## src/rtl/hazard_ctrl_pkg.sv

```systemverilog
// Shared types and constants for the pipeline hazard/stall sequencer.
// Latency: n/a (package only).
// Backpressure: n/a (package only).
package hazard_ctrl_pkg;

  // Sequencer states. MEM_WAIT remembers the state it interrupted in resume_q.
  typedef enum logic [1:0] {
    ST_RUN      = 2'd0,
    ST_BR_LOAD  = 2'd1,
    ST_MEM_WAIT = 2'd2
  } state_t;

  // Default width of the performance counters.
  localparam int CNT_W_DEF = 32;

  // x0 is hard-wired zero, so a write to it never creates a dependency.
  localparam logic [4:0] X0 = 5'd0;

endpackage

```

## src/rtl/sat_counter.sv

```systemverilog
// Saturating up-counter used for the pipeline performance counters.
// Latency: count visible one cycle after inc_i; holds at all-ones.
// Backpressure: none; inc_i is sampled every cycle.
//
// Ports:
//   clk_i  clock
//   rst_i  asynchronous reset, active-low (clears the count)
//   inc_i  increment request for this cycle
//   cnt_o  current count
module sat_counter #(
  parameter int W = 32
) (
  input  logic         clk_i,
  input  logic         rst_i,
  input  logic         inc_i,
  output logic [W-1:0] cnt_o
);

  logic [W-1:0] cnt_q;
  logic [W-1:0] cnt_d;

  always_comb begin
    cnt_d = cnt_q;
    if (inc_i && (cnt_q != {W{1'b1}})) begin
      cnt_d = cnt_q + 1'b1;
    end
  end

  always_ff @(posedge clk_i or negedge rst_i) begin
    if (!rst_i) begin
      cnt_q <= '0;
    end else begin
      cnt_q <= cnt_d;
    end
  end

  assign cnt_o = cnt_q;

endmodule

```

## src/rtl/hazard_stall_ctrl.sv

```systemverilog
// Central stall/bubble/flush sequencer for the 5-stage pipeline.
// Latency: control outputs are combinational from state and inputs (zero cycles).
// Backpressure: MemStall_i freezes the whole pipeline; hazards stall PC and IF/ID only.
//
// Ports:
//   clk_i, rst_i                       clock, async active-low reset
//   IDRs1_i/IDRs2_i, IDUseRs1_i/2_i    source registers of the ID instruction
//   IDBranch_i, IDBranchTaken_i        branch in ID and its comparator result
//   EXRegWrite_i, EXMemRead_i, EXRd_i  destination info of the EX instruction
//   MemStall_i                         data cache busy
//   PCWrite_o, IFIDWrite_o             front-end enables
//   IFIDFlush_o, IDEXBubble_o          squash IF/ID, inject NOP into ID/EX
//   PipeStall_o                        hold ID/EX, EX/MEM, MEM/WB
//   StallCycles_o, FlushCount_o        saturating performance counters
module hazard_stall_ctrl
  import hazard_ctrl_pkg::*;
#(
  parameter int CNT_W = CNT_W_DEF
) (
  input  logic             clk_i,
  input  logic             rst_i,
  input  logic [4:0]       IDRs1_i,
  input  logic [4:0]       IDRs2_i,
  input  logic             IDUseRs1_i,
  input  logic             IDUseRs2_i,
  input  logic             IDBranch_i,
  input  logic             IDBranchTaken_i,
  input  logic             EXRegWrite_i,
  input  logic             EXMemRead_i,
  input  logic [4:0]       EXRd_i,
  input  logic             MemStall_i,
  output logic             PCWrite_o,
  output logic             IFIDWrite_o,
  output logic             IFIDFlush_o,
  output logic             IDEXBubble_o,
  output logic             PipeStall_o,
  output logic [CNT_W-1:0] StallCycles_o,
  output logic [CNT_W-1:0] FlushCount_o
);

  state_t state_q, state_d;
  state_t resume_q, resume_d;
  state_t eff_state;

  logic hit1, hit2, dep;
  logic load_use, br_alu;

  logic pcw_c, ifidw_c, flush_c, bubble_c, stall_c;

  assign hit1 = IDUseRs1_i && (IDRs1_i == EXRd_i);
  assign hit2 = IDUseRs2_i && (IDRs2_i == EXRd_i);
  assign dep  = (hit1 || hit2) && (EXRd_i != X0);

  // Loads cannot forward into ID or EX in time; ALU results can forward into
  // EX but not into the ID-stage branch comparator.
  assign load_use = EXMemRead_i && dep;
  assign br_alu   = IDBranch_i && EXRegWrite_i && !EXMemRead_i && dep;

  // Once the cache releases, decide as if we were still in the interrupted state.
  assign eff_state = (state_q == ST_MEM_WAIT) ? resume_q : state_q;

  always_comb begin
    pcw_c    = 1'b0;
    ifidw_c  = 1'b0;
    flush_c  = 1'b0;
    bubble_c = 1'b0;
    stall_c  = 1'b0;
    state_d  = state_q;
    resume_d = resume_q;

    if (MemStall_i) begin
      stall_c = 1'b1;
      // Capture only on entry so a pending BR_LOAD bubble survives the miss.
      if (state_q != ST_MEM_WAIT) begin
        resume_d = state_q;
      end
      state_d = ST_MEM_WAIT;
    end else begin
      case (eff_state)
        ST_BR_LOAD: begin
          bubble_c = 1'b1;
          state_d  = ST_RUN;
        end
        default: begin
          if (load_use) begin
            bubble_c = 1'b1;
            // A branch needs the loaded value in ID: one more bubble.
            state_d  = IDBranch_i ? ST_BR_LOAD : ST_RUN;
          end else if (br_alu) begin
            bubble_c = 1'b1;
            state_d  = ST_RUN;
          end else begin
            pcw_c   = 1'b1;
            ifidw_c = 1'b1;
            flush_c = IDBranch_i && IDBranchTaken_i;
            state_d = ST_RUN;
          end
        end
      endcase
    end
  end

  always_ff @(posedge clk_i or negedge rst_i) begin
    if (!rst_i) begin
      state_q  <= ST_RUN;
      resume_q <= ST_RUN;
    end else begin
      state_q  <= state_d;
      resume_q <= resume_d;
    end
  end

  // Reset overrides everything, including the combinational decode above.
  assign PCWrite_o    = rst_i && pcw_c;
  assign IFIDWrite_o  = rst_i && ifidw_c;
  assign IFIDFlush_o  = rst_i && flush_c;
  assign IDEXBubble_o = rst_i && bubble_c;
  assign PipeStall_o  = rst_i && stall_c;

  sat_counter #(.W(CNT_W)) u_stall_cnt (
    .clk_i (clk_i),
    .rst_i (rst_i),
    .inc_i (rst_i && !PCWrite_o),
    .cnt_o (StallCycles_o)
  );

  sat_counter #(.W(CNT_W)) u_flush_cnt (
    .clk_i (clk_i),
    .rst_i (rst_i),
    .inc_i (IFIDFlush_o),
    .cnt_o (FlushCount_o)
  );

endmodule
```

## config.mk

```make
export PLATFORM = sky130hd
export DESIGN_NAME = hazard_stall_ctrl
export DESIGN_NICKNAME = d
export VERILOG_FILES = /design/src/rtl/hazard_ctrl_pkg.sv /design/src/rtl/sat_counter.sv /design/src/rtl/hazard_stall_ctrl.sv
export SDC_FILE = /design/constraint.sdc
export NUM_CORES = 1
export LEC_CHECK = 0
export CORE_ASPECT_RATIO = 0.7
export CORE_MARGIN = 4
export CORE_UTILIZATION = 60
export CTS_CLUSTER_DIAMETER = 150
export DETAILED_ROUTE_END_ITERATION = 7
export DONT_BUFFER_PORTS = 1
export GPL_TIMING_DRIVEN = 0
export PLACE_DENSITY_LB_ADDON = 0.08
export SYNTH_ARGS = -nofsm -noshare
export SYNTH_HDL_FRONTEND = slang
export SYNTH_SLANG_ARGS = --single-unit
export TNS_END_PERCENT = 20
```

## constraint.sdc

```tcl
create_clock -name clk_i -period 3.1 [get_ports clk_i]
set_clock_uncertainty 0.1 [all_clocks]
set_input_delay 0.465 -clock clk_i [delete_from_list [all_inputs] [get_ports clk_i]]
set_output_delay 0.465 -clock clk_i [all_outputs]
set_load 0.02 [all_outputs]
```

---- Yosys cells after proc, flatten, opt, wreduce, memory -nomap -nowiden ----
Cells that the tools add are included.
storage, ports and cells
  register bits after elaboration ......... 68
  word-level logic and storage cells ...... 51
  bits of input ports ..................... 24
cells by class
  multiplexer cells ....................... 18
  add/sub/neg operators ................... 2
  reduce and logical (&&, ||, !) cells .... 20
  equality and inequality tests ........... 7
operators by type and width
  kind                                                              count
  32-bit by 1-bit adder with 32-bit output (second input constant)  2
  32-bit inequality test (second input constant)                    2
  1-bit two-way mux                                                 16
  1-bit logical AND                                                 15
  5-bit == test                                                     2
  5-bit nonzero test                                                1
  2-bit two-way mux                                                 2
  2-bit by 1-bit == test with 1-bit output (second input constant)  1
  2-bit == test (second input constant)                             1
  1-bit logical NOT                                                 2
  2-bit inequality test (second input constant)                     1
  2-bit AND reduction                                               1
  1-bit logical OR                                                  1

---- Logic depth before layout (Yosys ltp) ----
Gate-level depths: netlist of run 1.
  depth after elaboration ................. 13
  depth in mapped cells ................... 8

---- By module ----
Synthesis of run 1 repeated with hierarchy kept, for this count alone.
unflattened totals
  cell total of the unflattened synthesis .. 344
  area total of the unflattened synthesis .. 3,599.7 um2
modules (own cells, without submodules)
  module             instances  sequential area each (um2)  cells an instance  area an instance (um2)
  sat_counter        2          800.8                       151                1,624.1
  hazard_stall_ctrl  1          100.1                       42                 351.6

---- Worst setup path after synthesis of run 1 ----
OpenSTA, ideal clock, no wires.
  path kind ............................... input-to-output
  start ................................... in EXRd_i[1]
  end ..................................... out PCWrite_o
  cell stages on the path ................. 6
  data arrival time ....................... 2.478 ns
  setup slack ............................. 0.057 ns
  cell sequence ........................... or4_1 o21ai_0 nor2_1 or3_1 nor3b_1 buf_4
on the way
  longest elaborated chain between the ends .. 10
RTL lines
  element                               line                                              source
  from (decl)                           hazard_stall_ctrl.sv:30                           input logic [4:0] EXRd_i,
  5-bit == test (on tied branches)      hazard_stall_ctrl.sv:50, hazard_stall_ctrl.sv:51
  1-bit logical AND (on tied branches)  hazard_stall_ctrl.sv:50, hazard_stall_ctrl.sv:51
  1-bit logical OR                      hazard_stall_ctrl.sv:52                           assign dep = (hit1 || hit2) && (EXRd_i != X0);
  1-bit logical AND *                   hazard_stall_ctrl.sv:52
  1-bit logical AND                     hazard_stall_ctrl.sv:57                           assign br_alu = IDBranch_i && EXRegWrite_i && !EXMemRead_i && dep;
  1-bit two-way mux                     n/a
  1-bit two-way mux * (3 in a row)      n/a
  1-bit logical AND *                   n/a
  to (decl)                             hazard_stall_ctrl.sv:32                           output logic PCWrite_o,
Every way passes the cells marked *; elsewhere a longest branch is shown, timed or not.

---- Worst setup path after layout of run 1 ----
Ends and elaborated chain as after synthesis.

==> impl_metrics.tcl, run 1 <==
set metrics [dict create \
    status "finished, final reports clean" \
    yosys.area_share.adder_pct 0.712 \
    startpoint_type "input port" \
    detail_route.wl_per_cell_um 20.4 \
    cts.clk_slew.worst_paths_ns 0.07 \
    synth_xor_area_share_pct 17.9 \
    finalMaxSlewViolations 0 \
    routed_wl_um 8780 \
    clkSinkCount 68 \
    die_h_um 72.0 \
    antenna_found_initial 0 \
    clk_latency_ns 0.35 \
    holdCritPathClass "input port to flip-flop" \
    fin_ws_ns 0.159 \
    nFillCells 479 \
    cts_buffers 9 \
    rsz0062_at_grt "false" \
    synthArstFlopShare_pct 100 \
    dpl.hpwl_um 6260 \
    place.gp.congestion 0.839 \
    crit_type "input port to primary output" \
    period_share_pct 94.9 \
    tightest_slew_ns 0.728 \
    synth_top_family_by_area "simple AND/OR/NAND/NOR gates" \
    grt_overflow 0 \
    finalNetCount 377 \
    num_io_pins 93 \
    rows 23 \
    synth_compound_area_share_pct 2.56 \
    synth_top_area_share_pct 48.4 \
    area_growth_pct 10.4 \
    cp_max_fo 6 \
    antennaDiodeCount 0 \
    yosys-top-cells-area "dfrtp_1 48%, xnor2_1 14%, nand4_1 6.0%" \
    cap_violations 0 \
    slew_headroom_pct 51.2 \
    first_iter_violations 209 \
    yosysSeqAreaShare_pct 48.4 \
    required_ns 2.53 \
    cp.arrival_ns 2.38 \
    cts_buffer_depth 2 \
    synth_area_per_cell_um2 10.4 \
    firstDrtPassIters 4 \
    yosysWarnings 0 \
    max_freq_mhz 340 \
    synth_nets 364 \
    worst_setup_path_end_kind "primary output" \
    start_util_pct 61.7 \
    yosysMostFrequentCell "dfrtp_1" \
    p_per_area_mw_per_mm2 545 \
    final-setup-viol-count 0 \
    min_period_ns 2.94 \
    ctsRootBufferMaster "clkbuf_8" \
    gr-usage-all-layers_pct 25.5 \
    peakVddDrop_v 0.000372 \
    synth-seq-cells 68 \
    synth_top_area_cell "dfrtp_1" \
    synth_edf_count 0 \
    drt-vias-per-instance 6.47 \
    grt_start_max_net_pins 69 \
    vias 2784 \
    die_x_um 99.5 \
    drive_gt1_share_pct 9.30 \
    synth_ff_type "dfrtp_1" \
    p_total_uw 2120 \
    synth_cell_types 44 \
    syn_inst 338 \
    finalCoreUtilization_pct 68.1 \
    route.detailed.drc 0 \
    hold_violations 0 \
    core_area_mm2 0.00570 \
    die_area_mm2 0.00717 \
    synth-simple-area-share_pct 27.9 \
    cts_tree "yes" \
    grt_pass1_vias 2603 \
    dp_slack_ns -0.192 \
    post-cts-setup-buffer-count 0 \
    grt_first_pass_wirelength_um 14000 \
    syn-cell-area_mm2 0.00352 \
    synthTopCellsByCount "68 x dfrtp_1, 58 x xnor2_1, 40 x nand3_1" \
    htree_levels 3 \
    final_antenna_net_count 0 \
    hold_ws_ns 0.0349 \
    portBuffers 0 \
    synthMuxAreaShare_pct 0.641 \
    leakagePower_uw 0.00165 \
]
==> kinds of logic after synthesis <==
| kind of cell | Yosys count |
|---|---|
| xor+xnor | 72 |
| fa+ha+maj | 2 |
| simple gates | 168 |
| mux | 2 |
| compound gates | 12 |
| flops | 68 |
| buf+inv | 14 |
==> through the flow <==
step	instance area [um2]	TNS, ns	cells
after floorplan	3520	0	338
after global placement	3610	-0.183	413
after detailed placement	3610	-0.192	413
after CTS	3880	0	430
after global routing	3880	0	430
final	3880	0	430
==> metal layers <==
metal  GRT usage [%]  part of all wire (%)
met1            37.7                    46
met2            34.4                    43
met3            10.3                   9.2
met4            7.73                   1.8
met5               0                     0
==> registers in the layout, indices dropped and copies added (netlist names) <==
register           cells
state_q                2
u_flush_cnt.cnt_o     32
u_stall_cnt.cnt_o     32
resume_q               2
==> layout make-up <==
| cell class | count | area (um2) | share of cell area (%) |
|---|---|---|---|
| Clock inverter | 4 | 72.6 | 1.87 |
| Sequential cell | 68 | 1700 | 43.8 |
| Tap cell | 75 | 93.8 | 2.42 |
| Clock buffer | 11 | 151 | 3.90 |
| Multi-Input combinational cell | 256 | 1760 | 45.4 |
| Buffer | 11 | 52.6 | 1.35 |
| Timing Repair Buffer | 2 | 37.5 | 0.967 |
| Inverter | 3 | 11.3 | 0.290 |
==> critical path, stage by stage <==
cell     delay, ns
or4_1         0.56
o21ai_0       0.21
nor2_1        0.15
or3_1         0.43
nor3b_4       0.36
buf_4         0.21
==> report_power, final <==
part	internal [uW]	switching, uW
sequential	947	166
clock	491	337
combinational	82.4	92.0
==> repair_timing <==
item / CTS / global route
setup endpoints to repair: 1 / 1
hold buffers: 2 / 0
gates resized for setup: 1 / 1
pin swaps: 0 / 0
hold endpoints to repair: 68 / 0
==> cells in the final DEF, fill, tap and decap left out, drive strengths merged, types with 4 or more instances in the layout <==
cell and count:
buf 8, xnor2 58, nor3 11, nand2 15
and3 22, and4 8, dfrtp 68, xor2 14
and2 4, nor2 13, nand4 34, nand3 40
clkbuf 15, nor4 9
==> final timing paths <==
kind	startpoint	endpoint	slack (ns)	depth (start not counted)
max	EXRd_i[1]	PCWrite_o	0.16	6
min	MemStall_i	state_q[1]$_DFF_PN0_	0.03	0
max reg2reg	u_stall_cnt.cnt_o[13]$_DFFE_PN0P_	u_stall_cnt.cnt_o[1]$_DFFE_PN0P_	0.45	6
min reg2reg	resume_q[0]$_DFFE_PN0P_	resume_q[0]$_DFFE_PN0P_	0.41	1
max in group asynchronous	rst_i	u_stall_cnt.cnt_o[11]$_DFFE_PN0P_	2.03	2
min in group asynchronous	rst_i	state_q[0]$_DFF_PN0_	0.61	2
No activity file was read; power rests on OpenSTA's default activity.
==> inputs of run 2 (changes only) <==
- ABC_CLOCK_PERIOD_IN_PS: default -> 3100
==> results of run 2 <==
Same layout as run 1: the final DEF is identical, and so are final timing and power.
